`src/rtl/control_sequencer_if.sv`:
```
// Handshake/bus bundle between the control sequencer and its datapath.
// Latency: none, wires only. Backpressure: instruction fetch waits on I_ack.
// Ports: master = sequencer side (drives controls, reads IR/I_ack/Go/Ra_zero),
//        slave  = datapath/memory side (the mirror image).
interface control_sequencer_if #(
  parameter int PC_W   = 8,
  parameter int ALU_SW = 3
);
  logic [15:0]     IR;
  logic            I_ack;
  logic            Go;
  logic            Ra_zero;
  logic            I_req;
  logic            PC_clr;
  logic            PC_up;
  logic            PC_ld;
  logic [PC_W-1:0] PC_addr;
  logic            IR_ld;
  logic [7:0]      D_addr;
  logic            D_wr;
  logic            RF_s;
  logic            RF_W_en;
  logic [3:0]      RF_W_addr;
  logic [3:0]      RF_Ra_addr;
  logic [3:0]      RF_Rb_addr;
  logic [ALU_SW-1:0] Alu_s0;
  logic            Err;
  logic [3:0]      St;

  modport master (
    input  IR, I_ack, Go, Ra_zero,
    output I_req, PC_clr, PC_up, PC_ld, PC_addr, IR_ld, D_addr, D_wr,
           RF_s, RF_W_en, RF_W_addr, RF_Ra_addr, RF_Rb_addr, Alu_s0, Err, St
  );

  modport slave (
    output IR, I_ack, Go, Ra_zero,
    input  I_req, PC_clr, PC_up, PC_ld, PC_addr, IR_ld, D_addr, D_wr,
           RF_s, RF_W_en, RF_W_addr, RF_Ra_addr, RF_Rb_addr, Alu_s0, Err, St
  );
endinterface

```
`src/rtl/control_sequencer.sv`:
```
// Multi-cycle instruction control sequencer: fetch, decode, execute FSM.
// Latency: fetch >= 1 cycle, decode 1, execute 1 (loads MEM_RD_LAT + 1).
// Backpressure: stalls in Fetch while I_ack=0; parks in Halt until Go.
// Ports: Clk, ResetN (async active-low), bus (control_sequencer_if.master).
module control_sequencer #(
  parameter int PC_W       = 8,
  parameter int MEM_RD_LAT = 1,
  parameter int ALU_SW     = 3
) (
  input logic                 Clk,
  input logic                 ResetN,
  control_sequencer_if.master bus
);

  typedef enum logic [3:0] {
    S_INIT   = 4'd0,
    S_FETCH  = 4'd1,
    S_DECODE = 4'd2,
    S_NOOP   = 4'd3,
    S_STORE  = 4'd4,
    S_LOADA  = 4'd5,
    S_LOADB  = 4'd6,
    S_ALU    = 4'd7,
    S_JMP    = 4'd8,
    S_JZ     = 4'd9,
    S_HALT   = 4'd10,
    S_TRAP   = 4'd11
  } state_t;

  // LoadA runs while the counter walks from MEM_RD_LAT-1 down to 0.
  localparam logic [3:0] LAT_INIT = 4'(MEM_RD_LAT - 1);

  state_t     state;
  logic [3:0] lat_cnt;
  logic [3:0] opcode;
  logic [2:0] alu_code;

  assign opcode = bus.IR[15:12];

  always_ff @(posedge Clk or negedge ResetN) begin
    if (!ResetN) begin
      state   <= S_INIT;
      lat_cnt <= '0;
    end else begin
      case (state)
        S_INIT:  state <= S_FETCH;
        S_FETCH: if (bus.I_ack) state <= S_DECODE;
        S_DECODE: begin
          case (opcode)
            4'd0:                   state <= S_NOOP;
            4'd1:                   state <= S_STORE;
            4'd2: begin
              state   <= S_LOADA;
              lat_cnt <= LAT_INIT;
            end
            4'd3, 4'd4, 4'd8, 4'd9: state <= S_ALU;
            4'd5:                   state <= S_HALT;
            4'd6:                   state <= S_JMP;
            4'd7:                   state <= S_JZ;
            default:                state <= S_TRAP;
          endcase
        end
        S_LOADA: begin
          if (lat_cnt == 4'd0) state <= S_LOADB;
          else                 lat_cnt <= lat_cnt - 4'd1;
        end
        S_NOOP, S_STORE, S_LOADB, S_ALU, S_JMP, S_JZ: state <= S_FETCH;
        S_HALT:  if (bus.Go) state <= S_FETCH;
        S_TRAP:  state <= S_TRAP;   // only reset leaves Trap
        default: state <= S_INIT;
      endcase
    end
  end

  always_comb begin
    case (opcode)
      4'd3:    alu_code = 3'd1;   // add
      4'd4:    alu_code = 3'd2;   // sub
      4'd8:    alu_code = 3'd3;   // and
      4'd9:    alu_code = 3'd4;   // or
      default: alu_code = 3'd0;
    endcase
  end

  // Outputs decode straight off the state register; IR fields are read live
  // because the datapath holds IR steady from IR_ld to the next Fetch. The
  // async reset forces state to Init, so reset outputs appear immediately.
  always_comb begin
    bus.I_req      = 1'b0;
    bus.PC_clr     = 1'b0;
    bus.PC_up      = 1'b0;
    bus.PC_ld      = 1'b0;
    bus.PC_addr    = '0;
    bus.IR_ld      = 1'b0;
    bus.D_addr     = 8'd0;
    bus.D_wr       = 1'b0;
    bus.RF_s       = 1'b0;
    bus.RF_W_en    = 1'b0;
    bus.RF_W_addr  = 4'd0;
    bus.RF_Ra_addr = 4'd0;
    bus.RF_Rb_addr = 4'd0;
    bus.Alu_s0     = '0;
    bus.Err        = 1'b0;
    bus.St         = state;
    case (state)
      S_INIT: bus.PC_clr = 1'b1;
      S_FETCH: begin
        bus.I_req = 1'b1;
        bus.IR_ld = bus.I_ack;
        bus.PC_up = bus.I_ack;
      end
      S_STORE: begin
        bus.D_addr     = bus.IR[7:0];
        bus.RF_Ra_addr = bus.IR[11:8];
        bus.D_wr       = 1'b1;
      end
      S_LOADA, S_LOADB: begin
        bus.D_addr    = bus.IR[11:4];
        bus.RF_s      = 1'b1;
        bus.RF_W_addr = bus.IR[3:0];
        bus.RF_W_en   = (state == S_LOADB);
      end
      S_ALU: begin
        bus.RF_Ra_addr = bus.IR[11:8];
        bus.RF_Rb_addr = bus.IR[7:4];
        bus.RF_W_addr  = bus.IR[3:0];
        bus.RF_W_en    = 1'b1;
        bus.Alu_s0     = ALU_SW'(alu_code);
      end
      S_JMP: begin
        bus.PC_ld   = 1'b1;
        bus.PC_addr = PC_W'(bus.IR[11:0]);
      end
      S_JZ: begin
        bus.RF_Ra_addr = bus.IR[11:8];
        bus.PC_addr    = PC_W'(bus.IR[11:0]);
        bus.PC_ld      = bus.Ra_zero;
      end
      S_TRAP: bus.Err = 1'b1;
      default: ;
    endcase
  end

endmodule

```
`src/flat_wrapper.sv`:
```
// flat-port wrapper written by rule: the top's interface ports become plain ports
module control_sequencer_flat 
#(
  parameter int PC_W       = 8,
  parameter int MEM_RD_LAT = 1,
  parameter int ALU_SW     = 3
)
  (Clk, ResetN, bus_IR, bus_I_ack, bus_Go, bus_Ra_zero, bus_I_req, bus_PC_clr, bus_PC_up, bus_PC_ld, bus_PC_addr, bus_IR_ld, bus_D_addr, bus_D_wr, bus_RF_s, bus_RF_W_en, bus_RF_W_addr, bus_RF_Ra_addr, bus_RF_Rb_addr, bus_Alu_s0, bus_Err, bus_St);
  control_sequencer_if #(.PC_W(PC_W), .ALU_SW(ALU_SW)) bus_i ();
  input logic Clk;
  input logic ResetN;
  input wire logic [$bits(bus_i.IR)-1:0] bus_IR;
  input wire logic [$bits(bus_i.I_ack)-1:0] bus_I_ack;
  input wire logic [$bits(bus_i.Go)-1:0] bus_Go;
  input wire logic [$bits(bus_i.Ra_zero)-1:0] bus_Ra_zero;
  output wire logic [$bits(bus_i.I_req)-1:0] bus_I_req;
  output wire logic [$bits(bus_i.PC_clr)-1:0] bus_PC_clr;
  output wire logic [$bits(bus_i.PC_up)-1:0] bus_PC_up;
  output wire logic [$bits(bus_i.PC_ld)-1:0] bus_PC_ld;
  output wire logic [$bits(bus_i.PC_addr)-1:0] bus_PC_addr;
  output wire logic [$bits(bus_i.IR_ld)-1:0] bus_IR_ld;
  output wire logic [$bits(bus_i.D_addr)-1:0] bus_D_addr;
  output wire logic [$bits(bus_i.D_wr)-1:0] bus_D_wr;
  output wire logic [$bits(bus_i.RF_s)-1:0] bus_RF_s;
  output wire logic [$bits(bus_i.RF_W_en)-1:0] bus_RF_W_en;
  output wire logic [$bits(bus_i.RF_W_addr)-1:0] bus_RF_W_addr;
  output wire logic [$bits(bus_i.RF_Ra_addr)-1:0] bus_RF_Ra_addr;
  output wire logic [$bits(bus_i.RF_Rb_addr)-1:0] bus_RF_Rb_addr;
  output wire logic [$bits(bus_i.Alu_s0)-1:0] bus_Alu_s0;
  output wire logic [$bits(bus_i.Err)-1:0] bus_Err;
  output wire logic [$bits(bus_i.St)-1:0] bus_St;
  assign bus_i.IR = bus_IR;
  assign bus_i.I_ack = bus_I_ack;
  assign bus_i.Go = bus_Go;
  assign bus_i.Ra_zero = bus_Ra_zero;
  assign bus_I_req = bus_i.I_req;
  assign bus_PC_clr = bus_i.PC_clr;
  assign bus_PC_up = bus_i.PC_up;
  assign bus_PC_ld = bus_i.PC_ld;
  assign bus_PC_addr = bus_i.PC_addr;
  assign bus_IR_ld = bus_i.IR_ld;
  assign bus_D_addr = bus_i.D_addr;
  assign bus_D_wr = bus_i.D_wr;
  assign bus_RF_s = bus_i.RF_s;
  assign bus_RF_W_en = bus_i.RF_W_en;
  assign bus_RF_W_addr = bus_i.RF_W_addr;
  assign bus_RF_Ra_addr = bus_i.RF_Ra_addr;
  assign bus_RF_Rb_addr = bus_i.RF_Rb_addr;
  assign bus_Alu_s0 = bus_i.Alu_s0;
  assign bus_Err = bus_i.Err;
  assign bus_St = bus_i.St;
  control_sequencer #(.PC_W(PC_W), .MEM_RD_LAT(MEM_RD_LAT), .ALU_SW(ALU_SW)) u_core (.Clk(Clk), .ResetN(ResetN), .bus(bus_i));
endmodule
```
`config.mk`:
```
export PLATFORM = sky130hd
export DESIGN_NAME = control_sequencer_flat
export DESIGN_NICKNAME = d
export VERILOG_FILES = /design/src/rtl/control_sequencer_if.sv /design/src/rtl/control_sequencer.sv /design/src/flat_wrapper.sv
export SDC_FILE = /design/constraint.sdc
export NUM_CORES = 1
export LEC_CHECK = 0
export CORE_ASPECT_RATIO = 0.9
export CORE_MARGIN = 2
export CORE_UTILIZATION = 29
export CTS_BUF_LIST = sky130_fd_sc_hd__clkbuf_8
export DETAILED_ROUTE_END_ITERATION = 7
export PLACE_DENSITY_LB_ADDON = 0.08
export SYNTH_ARGS = -nofsm -noshare
export SYNTH_HDL_FRONTEND = slang
export SYNTH_SLANG_ARGS = --single-unit
```
`constraint.sdc`:
```
create_clock -name Clk -period 4.7 [get_ports Clk]
set_clock_uncertainty 0.05 [all_clocks]
set_input_delay 0.94 -clock Clk [delete_from_list [all_inputs] [get_ports Clk]]
set_output_delay 0.94 -clock Clk [all_outputs]
set_load 0.05 [all_outputs]
```
# Word-level counts from Yosys, hierarchy flattened
# Index checks and enable logic that the tools add are counted.
# word_totals
out_inout_bits,44
inputBits,21
register_bits,8
elab_cells,63
# op_classes
mux,23
n_eq_ne,25
addsub,1
n_reduce_logical,12
# ops
operator,n
== test 4 x 3 -> 1 bit (second input constant),8
2-to-1 mux 4 bit,8
case mux 4 bit (7 select lines),1
== test 4 bit (second input constant),6
case mux 4 bit (6 select lines),1
== test 4 x 2 -> 1 bit (second input constant),4
case mux 8 bit (2 select lines),1
zero test 4 bit,3
case mux 3 bit (4 select lines),1
== test 4 x 1 -> 1 bit (second input constant),2
2-to-1 mux 8 bit,1
case mux 4 bit (2 select lines),1
OR reduction 7 bit,1
2-to-1 mux 1 bit,6
!= test 2 bit (second input constant),3
AND reduction 3 bit,2
OR reduction 3 bit,2
!= test 2 x 1 -> 1 bit (second input constant),2
case mux 1 bit (2 select lines),2
OR reduction 2 bit,2
OR reduction 4 bit,1
subtractor 4 x 1 -> 4 bit (second input constant),1
2-to-1 mux 3 bit,1
nonzero test 2 bit,1

# Depth between registers and ports, before layout
# depth
ltp_word,4
depth_mapped,5
mapped_depth_nobuf,5

# Least setup slack after synthesis
# No wires, ideal clock.
# synth_path
path_kind,register to output
startpoint,"register u_core.state[0], in the netlist u_core.bus.St[0]"
endpoint,output bus_D_addr[0]
t_required_ps,3710
slack_ps,1019
t_arrival_ps,2691
n_path_buf,1
path_stages_with_launch,5
cell_sequence,dfrtp_1 -> buf_2 -> nand2b_1 -> a21oi_1 -> a22o_1
# synth_between
elab_chain_len,3
elab_cells_between_ends,5
cone_classes,3 x eq/ne; 1 x mux; 1 x reduce/logical
# synth_lines
element,line,source
"start, declared",control_sequencer.sv:33,state_t state;
"start signal, assigned",control_sequencer.sv:42,state <= S_INIT;
"start signal, assigned",control_sequencer.sv:46,S_INIT: state <= S_FETCH;
"start signal, assigned",control_sequencer.sv:47,S_FETCH: if (bus.I_ack) state <= S_DECODE;
== test 4 x 3 -> 1 bit,control_sequencer.sv:105,case (state)
OR reduction 2 bit,--,
case mux 8 bit (2 select lines) *,control_sequencer.sv:105,
"end, declared",flat_wrapper.sv:22,output wire logic [$bits(bus_i.D_addr)-1:0] bus_D_addr;
# Every way passes the cells marked *; elsewhere a longest branch is shown, timed or not.

# Worst setup path in the final report
# layout_path
startpoint,input bus_IR[13]
endpoint,output bus_Alu_s0[0]
# layout_between
elab_chain_len,3
elab_cells_between_ends,6
cone_classes,4 x eq/ne; 2 x mux
# layout_lines
element,line,source
"start, declared",flat_wrapper.sv:12,input wire logic [$bits(bus_i.IR)-1:0] bus_IR;
"== test 4 bit, or another cell as far along",control_sequencer.sv:76,case (opcode)
case mux 3 bit (4 select lines) *,control_sequencer.sv:76,
2-to-1 mux 3 bit *,control_sequencer.sv:105,
"end, declared",flat_wrapper.sv:29,output wire logic [$bits(bus_i.Alu_s0)-1:0] bus_Alu_s0;
# Marks and branches as above.

==> impl_results.md <==
* DRC violations left at 0
* Post-DP HPWL at around 2700 um
* Root Driver: clkbuf_8
* Worst skew pair latency at around 0.23 ns
* Critical path capture point type: output port
* Core box area at approximately 0.0031 mm^2
* Top cell family by delay on the critical path: buffers and inverters
* Hold Startpoint: u_core.lat_cnt[0]
* Avg Inst Size Synth at around 7.8 um^2
* Die span in y at between 50 and 60 um
* GP Congestion at 0.772
* Post-CTS Setup Bufs at 0
* Worst slew margin at 0.528
* R2R cell count at 4
* Min-Delay Path Class: reg2reg
* Synth Area in Adders at 0.0260
* Clk network pwr share at 0.100
* Pwr Density at 504 mW/mm^2
* CTS tree: built
* CP max stage cell: clkdlybuf4s50_1
* Slowest cell delay on critical path at between 0.8 and 0.9 ns
* Mapped Nets at around 150
* Most common cell after layout, fill and taps aside: clkdlybuf4s50_1
* Final Hold Vio Count at 0
* Fin nets at around 210
* Detail Route Antenna Nets at 0
* Hold_buf cts at 0
* Leading area contributor after synthesis: dfrtp_1
* Slew Viols, Final at 0
* Sequential-to-total area share from yosys stat at 0.208
* Largest family of logic cells by synthesized area: simple AND/OR/NAND/NOR gates
* Reg2reg setup slack at 2.56 ns
* Sw Ratio at 0.558
* Post-CTS resize count at 0
* Mapped Cells at 124
* Avg WL per Cell at 14.8 um
* Area Overhead vs Synth at 72.4%
* Die area at ~0.0038 mm^2
* Worst Path Max Fanout at 11
* Grt ovf at 0
* RR Startpoint: u_core.bus.St[1]
* First-pass DRT Iterations at 4
* Most frequent CP cell: clkdlybuf4s50_1
* Period utilization at 0.821
* Share of the synthesized area in the top cell type at 0.208
* Seq cells post-synth at 8
* Run status: completed
* Multi-input combinational cell area at 706 um^2
* WP depth at 5
* Crit path time final at between 3 and 4 ns
* Psw at 0.467 mW
* Worst Hold Depth at 1
* Fmax at 259 MHz
* Max_cap viols at 0
* Setup TNS at 0 ns
* Synth top area cells: dfrtp_1 21%, and2_1 11%, a22o_1 7.3%, nor2b_1 7.2%, nand2b_1 4.6%
* Transition time of the tightest slew-check pin at around 0.71 ns
* CP arrival at about 2.9 ns
* Startpoint types: input port
* CTS max path bufs at 2
* Worst Hold End: u_core.lat_cnt[0]
* Seq pwr share at 0.200
* Port Buffers at 64
* RSZ-0062 raised after global routing: false
* Compound-gate portion of the synthesized area at 0.189
* Total wire length at 3340 um
* Synth warnings at 0
* Rows at 19
* Vias at 1,106
* Dpl cells at 223
* Clock transition at path regs at roughly 0.050 ns
* Largest net degree at the start of global routing at 18
* Htree depth at 1
* Final non-filler cell total at around 230
* Post-Synth XOR/XNOR Area at 0.00910
* Clock Sink Count at 8
* Vias per cell at 4.89
* Vias in the first global route at between 1,000 and 1,500
* Reg area at 200 um^2
* I/O Pins at 65
* Synth cell types at 38
* Fin area at around 0.0017 mm^2
* Fill cell count at 301
* Reg-to-reg critical path endpoint: u_core.lat_cnt[1]
* Lkg Pwr at roughly 0.63 nW
* ANT cells at 0
* EDFF count, synth at 0
* Cell Int Power at 0.370 mW
* WP data required at between 3 and 4 ns
* WS Path Type: in2out
* Cts bufs inserted at 3
* Async SR Flop Fraction at 1.00
* DRT iter0 DRCs at 43
* VDD IR max at ~0.23 mV
* Post-synthesis mux area share at 0.0338
* Initial Utilization at 0.309
* Final setup vio count at 0
* Simple-gate portion of the synthesized area at 0.476
* Initial antenna violation count at 0
* Chip width at between 60 and 70 um
* Buffers and inverters on the worst path at 2
* Post-synthesis instance area at about 960 um^2
* Global Route Usage Sum at 0.180
* Most frequent cells in the layout: 64 x clkdlybuf4s50_1, 17 x and2_1, 11 x nor2_1, 11 x nor2b_1
* First-pass GRT wire length at 5260 um
* Predominant post-synthesis flop cell: dfrtp_1
* Critical-path cell list: clkdlybuf4s50_1, nor2b_1, a22oi_1, nor3_1, clkdlybuf4s50_1
* Comb power frac at 0.700
* Share of layout cells above drive strength 1 at 0.0543
* Dpl cell area at around 0.0016 mm^2
[registers in the layout, summed over array words and instances, names as in the netlist]
register and cells:
u_core.bus.St 4, u_core.lat_cnt 4
[power by group through the flow]
stage | Clock [mW] | Combinational, mW | Sequential, mW
3_5_place_dp | 0 | 0.589 | 0.164
3_3_place_gp | 0 | 0.581 | 0.160
4_1_cts | 0.0869 | 0.589 | 0.165
6_report | 0.0838 | 0.586 | 0.167
2_1_floorplan | 0 | 0.393 | 0.173
5_1_grt | 0.0917 | 0.624 | 0.175
[Yosys cell counts (2+ instances only)]
library cell	count
a21oi_1	2
a22o_1	8
and2_1	17
and3_1	2
buf_2	3
buf_4	2
clkbuf_1	2
dfrtp_1	8
ha_1	2
inv_1	5
mux2_2	2
nand2_1	7
nand2b_1	7
nand3_1	2
nor2_1	11
nor2b_1	11
nor3_1	5
o211ai_1	2
o21ai_0	5
or3_1	2
or4b_1	2
[final cells by class]
type                            instances  share of cell area
Multi-Input combinational cell        104               0.425
Timing Repair Buffer                   64               0.386
Sequential cell                         8               0.121
Tap cell                               42              0.0317
Clock buffer                            3              0.0249
Inverter                                5              0.0113
[how the worst max path moves through the flow]
stage / end / start
global placement: bus_Alu_s0[0] / bus_IR[13]
detailed placement: bus_Alu_s0[0] / bus_IR[13]
finish: bus_Alu_s0[0] / bus_IR[13]
CTS: bus_Alu_s0[0] / bus_IR[13]
global route: bus_Alu_s0[2] / bus_IR[14]
floorplan: bus_D_addr[0] / u_core.bus.St[0]
[cell families (layout without fill, tap and decap cells)]
kind of cell / after synthesis / after routing
buffers and inverters: 12 / 72
DFF: 8 / 8
xor gates and xnor gates: 1 / 1
and+or+nand+nor: 74 / 74
adders and majority gates: 2 / 2
AOI/OAI and AO/OA: 24 / 24
muxes: 3 / 3
[per-stage QoR]
step	hold slack (ns)	worst slack (ns)	util	power, mW
detailed placement	0.463	0.855	0.519	0.753
global placement	0.452	0.882	0.519	0.741
finish	0.477	0.842	0.533	0.837
floorplan	0.422	1.02	-	0.567
CTS	0.471	0.836	0.533	0.841
global route	0.520	0.747	0.533	0.891
[metal layers]
metal,vias up,share of wire,global-route usage
met3,2,0.048,0.0363
met2,39,0.48,0.309
met4,0,0.0036,0.0395
met1,504,0.47,0.234
met5,-,0,0
li1,561,-,-
Note: power is estimated with default switching activity, not from simulation.
